--- config.mk ---
export PLATFORM = sky130hd
export DESIGN_NAME = ps2_move_decoder
export DESIGN_NICKNAME = d
export VERILOG_FILES = /design/src/rtl/ps2_move_decoder.sv
export SDC_FILE = /design/constraint.sdc
export NUM_CORES = 1
export LEC_CHECK = 0
export ABC_AREA = 1
export CAP_MARGIN = 0
export CORE_UTILIZATION = 43
export CTS_CLUSTER_DIAMETER = 60
export DETAILED_ROUTE_END_ITERATION = 8
export GPL_TIMING_DRIVEN = 0
export PLACE_DENSITY = 0.86
export SLEW_MARGIN = 10
export SYNTH_ARGS = -nofsm -noshare
export SYNTH_HDL_FRONTEND = slang
export SYNTH_SLANG_ARGS = --single-unit
export TNS_END_PERCENT = 30
--- constraint.sdc ---
create_clock -name clock -period 1 [get_ports clock]
set_input_delay 0.2 -clock clock [delete_from_list [all_inputs] [get_ports clock]]
set_output_delay 0.2 -clock clock [all_outputs]
set_load 0.02 [all_outputs]
--- src/rtl/ps2_move_decoder.sv ---
// PS/2 set-2 scan-code stream to one-cycle Tetris move requests (left/right/rotate/down/drop).
// Latency: one cycle from byte strobe to pulse/held update; all outputs registered.
// Backpressure: none, every strobed byte is consumed; optional auto-repeat under macro PS2_AUTOREPEAT_EN.
module ps2_move_decoder #(
    parameter int REPEAT_DELAY  = 25_000_000,
    parameter int REPEAT_PERIOD = 5_000_000
) (
    input  logic       clock,
    input  logic       resetn,
    input  logic [7:0] ps2_key_data,
    input  logic       ps2_key_pressed,
    output logic       left_pulse,
    output logic       right_pulse,
    output logic       rotate_pulse,
    output logic       down_pulse,
    output logic       drop_pulse,
    output logic [4:0] held
);

    // Key bit positions shared by held, pulse and owner vectors:
    // 0 left, 1 right, 2 rotate, 3 down, 4 drop.
    typedef enum logic [1:0] {
        ST_IDLE,
        ST_EXT,
        ST_BRK,
        ST_EXT_BRK
    } state_t;

    state_t     r_state;
    logic [4:0] r_held;
    logic [4:0] r_pulse;

    logic [4:0] w_make;
    logic [4:0] w_brk;
    logic [4:0] w_fresh;
    logic [4:0] w_rep_pulse;

    // Both counts must be at least one cycle for the repeat compare thresholds to make sense.
    generate
        if (REPEAT_DELAY < 1 || REPEAT_PERIOD < 1) begin : g_param_check
            $error("ps2_move_decoder: REPEAT_DELAY and REPEAT_PERIOD must be >= 1");
        end
    endgenerate

    // Map the second byte of an E0-prefixed code onto the arrow-key bits.
    function automatic logic [4:0] ext_key(input logic [7:0] code);
        logic [4:0] k;
        k = 5'b00000;
        case (code)
            8'h6B:   k = 5'b00001;
            8'h74:   k = 5'b00010;
            8'h75:   k = 5'b00100;
            8'h72:   k = 5'b01000;
            default: k = 5'b00000;
        endcase
        return k;
    endfunction

    // Decode the strobed byte in the context of the current prefix state into make/break vectors.
    always_comb begin
        w_make = 5'b00000;
        w_brk  = 5'b00000;
        if (ps2_key_pressed) begin
            case (r_state)
                ST_IDLE:    if (ps2_key_data == 8'h29) w_make[4] = 1'b1;
                ST_EXT:     w_make = ext_key(ps2_key_data);
                ST_BRK:     if (ps2_key_data == 8'h29) w_brk[4] = 1'b1;
                ST_EXT_BRK: w_brk = ext_key(ps2_key_data);
                default: begin
                    w_make = 5'b00000;
                    w_brk  = 5'b00000;
                end
            endcase
        end
    end

    // Keyboard typematic repeats arrive as makes of an already-held key; only a first make counts.
    assign w_fresh = w_make & ~r_held;

`ifdef PS2_AUTOREPEAT_EN
    // Left, right and down repeat; rotate and drop never do.
    localparam logic [4:0]  LP_REP_MASK  = 5'b01011;
    localparam logic [31:0] LP_DELAY_M1  = 32'(REPEAT_DELAY - 1);
    localparam logic [31:0] LP_PERIOD_M1 = 32'(REPEAT_PERIOD - 1);

    logic [4:0]  r_owner;
    logic [31:0] r_cnt;
    logic        r_first;

    logic [4:0] w_rep_new;
    logic       w_own_brk;
    logic       w_fire;

    assign w_rep_new = w_fresh & LP_REP_MASK;
    assign w_own_brk = |(w_brk & r_owner);
    // Counter is 0 in the cycle after the make, so DELAY-1 here gives a pulse DELAY+1 cycles after the strobe.
    assign w_fire    = (|r_owner) && (r_cnt == (r_first ? LP_DELAY_M1 : LP_PERIOD_M1));
    // A new repeatable make or the owner's own break on this cycle suppresses the pending repeat.
    assign w_rep_pulse = (w_fire && !w_own_brk && !(|w_rep_new)) ? r_owner : 5'b00000;

    // Track the single repeat owner and its delay/period counter.
    always_ff @(posedge clock or negedge resetn) begin
        if (!resetn) begin
            r_owner <= 5'b00000;
            r_cnt   <= 32'd0;
            r_first <= 1'b1;
        end else if (|w_rep_new) begin
            r_owner <= w_rep_new;
            r_cnt   <= 32'd0;
            r_first <= 1'b1;
        end else if (w_own_brk) begin
            r_owner <= 5'b00000;
            r_cnt   <= 32'd0;
            r_first <= 1'b1;
        end else if (|r_owner) begin
            if (w_fire) begin
                r_cnt   <= 32'd0;
                r_first <= 1'b0;
            end else begin
                r_cnt <= r_cnt + 32'd1;
            end
        end
    end
`else
    assign w_rep_pulse = 5'b00000;
`endif

    // Prefix FSM plus registered held flags and move pulses.
    always_ff @(posedge clock or negedge resetn) begin
        if (!resetn) begin
            r_state <= ST_IDLE;
            r_held  <= 5'b00000;
            r_pulse <= 5'b00000;
        end else begin
            r_pulse <= w_fresh | w_rep_pulse;
            r_held  <= (r_held | w_make) & ~w_brk;
            if (ps2_key_pressed) begin
                case (r_state)
                    ST_IDLE: begin
                        if (ps2_key_data == 8'hE0)      r_state <= ST_EXT;
                        else if (ps2_key_data == 8'hF0) r_state <= ST_BRK;
                        else                            r_state <= ST_IDLE;
                    end
                    ST_EXT: begin
                        if (ps2_key_data == 8'hF0) r_state <= ST_EXT_BRK;
                        else                       r_state <= ST_IDLE;
                    end
                    default: r_state <= ST_IDLE;
                endcase
            end
        end
    end

    assign left_pulse   = r_pulse[0];
    assign right_pulse  = r_pulse[1];
    assign rotate_pulse = r_pulse[2];
    assign down_pulse   = r_pulse[3];
    assign drop_pulse   = r_pulse[4];
    assign held         = r_held;

endmodule

==> flow_summary.ini <==
[outcome]
status = finished clean

[yosys]
synth_warnings = 0
synth.mux.area_fraction_pct = 0
synth_fa_ha_area_share_pct = 0
synth_cells = 81
syn_nets = 92
ys_seq_elements = 12
ys_types = 11
synth_compound_area_share_pct = 0.811
syn_area_per_cell_um2 = 7.62
yosys.area_share.simple_pct = 41.4
yosys.area_share.xor_xnor_pct = 0
syn_area_um2 = 617
synth_top_family_by_area = simple AND/OR/NAND/NOR gates
ys_seq_area_share_pct = 48.7

[sta]
finalCritPeriodShare_pct = 99.3
worstMarginPinSlew_ns = 0.529
period_minus_slack_ns = 0.993
rsz0062_at_grt = true
fmax_mhz = 1010
drv_slew = 0
maxSlewHeadroom_pct = 64.6
final-hold-violation-count = 0
clock-skew-final_ns = 0.00761
setup_viol = 0
layout_setup_ws_ns = 0.00743

[routing]
first_pass_iters = 4
ant_nets = 0
num_vias = 647
wl_um = 1520
drc_errors = 0
drtIter0Drc = 27
wl_per_cell_um = 11.9
routed_via_density = 5.05

[critical_path]
crit_type = reg -> out
required_ns = 0.80
cpPeakStageDelay_ns = 0.39
start_kind = flip-flop
r2r_slack_ns = 0.03
end_kind = output pin
crit_fanout = 2
critPathTopFamily = flip-flops
worst_ep_arrival_time_ns = 0.79
crit_buf_inv = 1
critPathSlowestCell = dfrtp_1
cp_cell_sequence = buf_6

[die]
die_height_um = 39.9
die_area_mm2 = 0.00159
num_io_pins = 21
die_x_um = 39.9
row_count = 13
initial_utilization_pct = 46.8
coreArea_mm2 = 0.00132

[grt]
grt_pass1_vias = 503
track_usage_pct = 19.1
grt_pass1_wl_um = 1990
grt_start_max_net_pins = 13
gr-total-overflow = 0
antenna_found_initial = 0

[clocking]
clk_pin_slew_worst_paths_ns = 0.07
cts_sinks = 12
cts_buffer_depth = 2
cts_max_level = 1
cts_tree = yes
cts-root-buf = clkbuf_4
clock_latency_ns = 0.26
hold_buffers = 0
cts_buffers = 3

[layout]
drive_gt1_share_pct = 34.5
num_antenna_cells = 0
syn_to_final_growth_pct = 55.8
layout_commonest_cell = nand2_1
nNetsFinal = 126
finalInstanceArea_um2 = 961
most-common-layout-cells = nand2_1 (19), inv_1 (13), dfrtp_1 (11), nor2_1 (10)
final_cells = 128

[placed_design]
hpwl_um = 936
place_ws_ns = -0.331
placed_area_um2 = 836
gp_congestion = 0.854
port_buffers = 20
placed_cells = 116

[job]
drv_cap = 0

[power_and_ir_drop]
power.total_uw = 924
peakVddDrop_uv = 460
leakagePower_nw = 0.582
p_per_area_mw_per_mm2 = 962

[hold_path]
hold_class = in -> async
-- worst paths after layout --
path / startpoint / endpoint / cells after the start
setup / recovery: held[2] / held[2] / 1
hold / removal: resetn / r_pulse[2] / 1
setup reg to reg: r_state[0] / r_pulse[2] / 4
hold reg to reg: held[4] / r_pulse[4] / 2
max in group asynchronous: resetn / r_state[1] / 1
min in group clock: ps2_key_pressed / r_state[1] / 2
-- timing repair --
item | CTS | global route
pin swaps | 1 | 6
gates resized for setup | 53 | 21
endpoints found under the setup margin | 21 | 20
endpoints found under the hold margin | 0 | 0
setup buffers | 4 | 5
-- cell usage after synthesis (all sizes together) --
library cell  instances  share of area (%)
nand4                 9                9.1
nand3                 3                3.2
dfrtp                12                 49
nand2                24                 15
inv                  15                9.1
a21oi                 1               0.81
nor2                 17                 14
-- sequential cells by signal, indices dropped and copies added (netlist names) --
name,cells
held,5
r_pulse,5
r_state,2
-- layout make-up --
cell class / count / area, um^2
fill: 101 / 357
multi-input combinational: 54 / 305
sequential: 12 / 302
timing repair buffer: 29 / 256
inverter: 15 / 56.3
clock buffer: 3 / 22.5
tap: 15 / 18.8
-- stage by stage --
step	utilization, %	TNS [ns]	hold slack [ns]
finish	72.9	0	0.280
global route	72.9	-0.142	0.313
CTS	65.1	-0.0412	0.297
detailed placement	63.4	-4.85	0.441
global placement	63.4	-4.51	0.431
floorplan	-	0	-0.0956
-- per-layer routing --
metal  up-vias  GRT usage (%)  share of wire (%)
li1        318              -                  -
met1       298           22.1                 41
met2        27           32.7                 52
met3         4           3.41                4.2
met4         0           9.48                2.0
met5         -              0                  0
-- power by group --
part | switching, mW | internal [mW] | total, mW
registers | 0.00721 | 0.491 | 0.498
logic | 0.0851 | 0.0582 | 0.143
clock network | 0.144 | 0.139 | 0.283
total | 0.237 | 0.688 | 0.924
-- logic make-up (layout without fill, tap and decap cells) --
logic type	Yosys count	in the layout
buffers and inverters	15	47
AND/OR/NAND/NOR	53	53
AO/OA/AOI/OAI	1	1
flip-flops	12	12
(Power assumes the default switching activity.)
